[src/rtl/ftoi_pipe.sv]
// ============================================================================
// Module      : ftoi_pipe
// Description : Two-stage IEEE-754 single-precision to int32 converter,
//               rounding to nearest with ties away from zero and saturating.
// Revision    : 1.0 - initial release
// ============================================================================
`default_nettype none

module ftoi_pipe (
  input  logic        clk,
  input  logic        rstn,
  input  logic [31:0] x,
  input  logic        ready,
  input  logic        stall,
  output logic [31:0] y,
  output logic        valid
);

  localparam logic [31:0] C_POS_SAT = 32'h7FFF_FFFF;
  localparam logic [31:0] C_NEG_SAT = 32'h8000_0000;

  typedef enum logic [2:0] {
    CLS_ZERO   = 3'd0,
    CLS_SMALL  = 3'd1,
    CLS_HALF   = 3'd2,
    CLS_NORMAL = 3'd3,
    CLS_SAT    = 3'd4
  } cls_t;

  logic [7:0]  x_exp;
  cls_t        cls_next;

  logic        s1_valid;
  logic        s1_sign;
  logic [7:0]  s1_exp;
  logic [23:0] s1_mant;
  cls_t        s1_cls;

  logic [4:0]  shamt;
  logic [31:0] aligned;
  logic [31:0] shifted;
  logic        round_bit;
  logic [31:0] magnitude;
  logic [31:0] result;

  assign x_exp = x[30:23];

  always_comb begin
    cls_next = CLS_ZERO;
    if (x_exp == 8'd0)
      cls_next = CLS_ZERO;
    else if (x_exp < 8'd126)
      cls_next = CLS_SMALL;
    else if (x_exp == 8'd126)
      cls_next = CLS_HALF;
    else if (x_exp <= 8'd157)
      cls_next = CLS_NORMAL;
    else
      cls_next = CLS_SAT;
  end

  always_ff @(posedge clk or negedge rstn) begin
    if (!rstn) begin
      s1_valid <= 1'b0;
      s1_sign  <= 1'b0;
      s1_exp   <= 8'd0;
      s1_mant  <= 24'd0;
      s1_cls   <= CLS_ZERO;
    end else if (!stall) begin
      s1_valid <= ready;
      s1_sign  <= x[31];
      s1_exp   <= x_exp;
      s1_mant  <= {1'b1, x[22:0]};
      s1_cls   <= cls_next;
    end
  end

  // Normal class has 127..157 exponent, so shamt is always 1..31 when used.
  always_comb begin
    shamt     = 5'(8'd158 - s1_exp);
    aligned   = {s1_mant, 8'd0};
    shifted   = aligned >> shamt;
    round_bit = |(aligned & (32'd1 << (shamt - 5'd1)));
    magnitude = 32'd0;
    case (s1_cls)
      CLS_HALF:   magnitude = 32'd1;
      CLS_NORMAL: magnitude = shifted + {31'd0, round_bit};
      default:    magnitude = 32'd0;
    endcase
    if (s1_cls == CLS_SAT)
      result = s1_sign ? C_NEG_SAT : C_POS_SAT;
    else
      result = s1_sign ? (~magnitude + 32'd1) : magnitude;
  end

  always_ff @(posedge clk or negedge rstn) begin
    if (!rstn) begin
      valid <= 1'b0;
      y     <= 32'd0;
    end else if (!stall) begin
      valid <= s1_valid;
      if (s1_valid)
        y <= result;
    end
  end

endmodule

`default_nettype wire

[config.mk]
export PLATFORM = sky130hd
export DESIGN_NAME = ftoi_pipe
export DESIGN_NICKNAME = d
export VERILOG_FILES = /design/src/rtl/ftoi_pipe.sv
export SDC_FILE = /design/constraint.sdc
export NUM_CORES = 1
export LEC_CHECK = 0
export ABC_AREA = 1
export CAP_MARGIN = 20
export CORE_ASPECT_RATIO = 0.5
export CORE_UTILIZATION = 35
export DETAILED_ROUTE_END_ITERATION = 6
export HOLD_SLACK_MARGIN = 0.15
export PLACE_DENSITY = 0.49
export SLEW_MARGIN = 20
export SYNTH_ARGS = -nofsm -noshare
export SYNTH_HDL_FRONTEND = slang
export SYNTH_SLANG_ARGS = --single-unit
[constraint.sdc]
create_clock -name clk -period 5.5 [get_ports clk]
set_clock_uncertainty 0.05 [all_clocks]
set_input_delay 1.1 -clock clk [delete_from_list [all_inputs] [get_ports clk]]
set_output_delay 1.1 -clock clk [all_outputs]
set_load 0.02 [all_outputs]
==> metrics.md <==
| Metric | Value |
|---|---|
| Clk sinks | 67 |
| Critical path type | reg2reg |
| Top post-synthesis cells by area | dfrtp_1, nand2_1, nand3_1 |
| Grt ovf | 0 |
| CP Capture Type | flop |
| Pin count of the biggest net entering global routing | 51 |
| Setup TNS | 0 ns |
| Synth cell types | 46 |
| Slew Limit Fails | 0 |
| Post-synth EDFFs | 0 |
| Clock root buffer | clkbuf_16 |
| Cell Count Post-Placement | about 1400 |
| Ys Warns | 0 |
| Clock Power Share | 24.2% |
| Critical Path AT | around 5 ns |
| P_leak | 3.99 nW |
| Gr busiest metal | met2 |
| Worst Setup Start Kind | flop |
| Initial core utilization | 36.7% |
| VDD IR max | 0.000133 V |
| Clock Latency Late Sink | around 0.35 ns |
| HP Class | reg2reg |
| Global routing usage on met1 | 35.4% |
| Yosys top cell area share | approximately 24% |
| Total CTS buffers | 9 |
| Clk slew on worst S/H paths | roughly 0.06 ns |
| RD Place Congestion | ~0.91 |
| Antenna-violating nets left | 0 |
| Initial DRC count | around 450 |
| Area Growth Syn to Fin | 15.7% |
| Final hold vios | 0 |
| Total net switching power | roughly 1.1 mW |
| Post-DP HPWL | 18.7 mm |
| Routed wire per std cell | around 16 um |
| CTS resizes | 0 |
| Max Cap Viol | 0 |
| Cells after synthesis | about 1100 |
| Core Util, Final | approximately 42% |
| Final Setup Violations | 0 |
| Met2 Resource Use GR | 37.5% |
| RSZ-0062 raised after global routing | false |
| First-pass GRT wire length | 38.3 mm |
| Final period util | about nine tenths |
| Number of H-tree levels | 3 |
| Die Area | about 0.020 sq mm |
| Flops & latches, synth | 67 |
| Cell-internal power | approximately 1.4 mW |
| Initial antenna violation count | 0 |
| Cell Count, Final, Fillers Out | approximately 1400 |
| Post-route DRC | 0 |
| IO Count | between 60 and 70 |
| Num rows | 35 |
| Share of layout cells above drive strength 1 | 10.1% |
| Vias/cell | roughly 5.1 |
| Post-CTS Setup Inserts | 0 |
| Core Area | 0.0189 sq mm |
| Sequential share of power | a little over a quarter |
| Grt met3 use | under 10% |
| Outcome | complete, no violations |
| Post-layout min period | 4.87 ns |
| Cts hold-fix bufs | 0 |
| Synth Net Count | 1184 |
| Worst rel slew slack | just under 30% |
| Synthesized area per cell | between 6 and 7 sq um |
| Vias in the first global route | roughly 6900 |
| Worst-path maximum fanout | 28 |
| Initial DRT Pass Iterations | 5 |
| Vias | 7411 |
| Chip width | 201 um |
| Syn Std Cell Area | approximately 0.007 sq mm |
| Tot GR Track Use | about a quarter |
| CP required | about 5.7 ns |
| Top-count cell post-synth | nand2_1 |
| Nets | about 1200 |
| Sequential-to-total area share from yosys stat | between 20% and 30% |
| Antenna diode count | 0 |
| List of most frequent post-synthesis cells | nand2_1, nand3_1, nor2_1 |
| PortBufs | between 60 and 70 |
| Drt total wl | about 24 mm |
| Post-synth top area cell | dfrtp_1 |
| Sw Share | roughly 45% |
| Ys async rst share | 100% |
| Combinational power share | 49.7% |
| Fmax | about 200 MHz |
| CTS tree | built |
| Power per cell area | 313 mW/mm^2 |
| Longest Clk Path Bufs | 2 |
| Die height | 102 um |
| Dominant synthesized flop cell | dfrtp_1 |
| Slew @ Worst Pin | around 1.1 ns |
-- state kept, by name, summed over array words and instances, names as in the netlist --
| name | cells |
|---|---|
| s1_cls | 3 |
| s1_exp | 5 |
| s1_mant | 24 |
| s1_sign | 1 |
| s1_valid | 1 |
| valid | 1 |
| y | 32 |
-- per-layer routing --
layer / vias to the layer above / routed length (um)
met5: - / 0
met4: 0 / 214
met3: 18 / 914
met2: 177 / 10000
met1: 3399 / 12400
li1: 3817 / -
-- per-stage QoR --
stage	power, mW	area [sq um]	hold slack [ns]	setup slack (ns)
2_1_floorplan	1.51	6930	0.396	0.948
3_3_place_gp	1.90	7710	0.411	0.722
3_5_place_dp	1.90	7710	0.414	0.673
4_1_cts	2.53	8020	0.430	0.652
5_1_grt	2.70	8020	0.458	0.103
6_report	2.51	8020	0.427	0.628
-- worst max-delay path: stages (launching register included) --
cell and delay [ns]:
dfrtp_1 0.45, inv_4 0.16, ha_1 0.35, inv_2 0.12, nor3_1 0.23, xor2_1 0.32
inv_1 0.20, nand2_1 0.12, inv_1 0.05, a221oi_1 0.25, nand3_1 0.10, a211oi_1 0.18
a41oi_1 0.14, ha_1 0.36, o21ai_0 0.18, buf_4 0.15, ha_1 0.15, nand2_1 0.05
nor2_1 0.14, nand3_1 0.15, o21ai_4 0.27, nand2_4 0.12, nor2_8 0.15, nand3_1 0.09
nand2_1 0.07, nand3_1 0.06, a21oi_1 0.14
-- path summary, 6_finish.rpt --
check | to | depth (start not counted) | slack [ns] | from
max | y[28]$_DFFE_PN0P_ | 26 | 0.63 | s1_exp[0]$_DFFE_PN0N_
max reg2reg | y[28]$_DFFE_PN0P_ | 26 | 0.63 | s1_exp[0]$_DFFE_PN0N_
min reg2reg | s1_valid$_DFFE_PN0N_ | 2 | 0.43 | s1_valid$_DFFE_PN0N_
min | s1_valid$_DFFE_PN0N_ | 2 | 0.43 | s1_valid$_DFFE_PN0N_
min in group asynchronous | y[20]$_DFFE_PN0P_ | 1 | 0.62 | rstn
max in group asynchronous | s1_mant[13]$_DFFE_PN0N_ | 2 | 3.75 | rstn
-- power groups by stage --
stage | combinational [mW] | clock, mW | sequential [mW]
final | 1.25 | 0.608 | 0.655
after global routing | 1.39 | 0.647 | 0.670
after CTS | 1.24 | 0.628 | 0.657
after detailed placement | 1.24 | 0 | 0.666
after global placement | 1.23 | 0 | 0.663
after floorplan | 0.785 | 0 | 0.727
-- cell families after synthesis --
kind of cell | count (synthesis) | synth area share (%)
AO/OA/AOI/OAI | 96 | 8.40
AND/OR/NAND/NOR | 816 | 53.9
XOR/XNOR | 18 | 2.55
flip-flops | 67 | 24.2
adder cells (fa/ha/maj) | 8 | 1.44
buffers and inverters | 135 | 9.50
-- area by class of cell --
cell class	instances	area, sq um
inverter	87	332
multi-input combinational	938	4600
timing repair buffer	82	781
clock buffer	10	239
clock inverter	6	65.1
fill	2055	10900
sequential	67	1680
tap	259	324
-- cell usage in the layout, fill, tap and decap left out, types with 10 or more instances in the layout --
cell type and count:
buf_4 14, nand3_2 15, nor2_1 88, nand2_2 18, o21ai_0 36, nor2_2 16
a21oi_1 23, dfrtp_1 67, nand3_1 227, nor3_1 11, clkdlybuf4s50_1 67, nand2_1 404
nand4_1 13, inv_2 10, inv_1 73, xor2_1 11
Note: power is estimated with default switching activity, not from simulation.
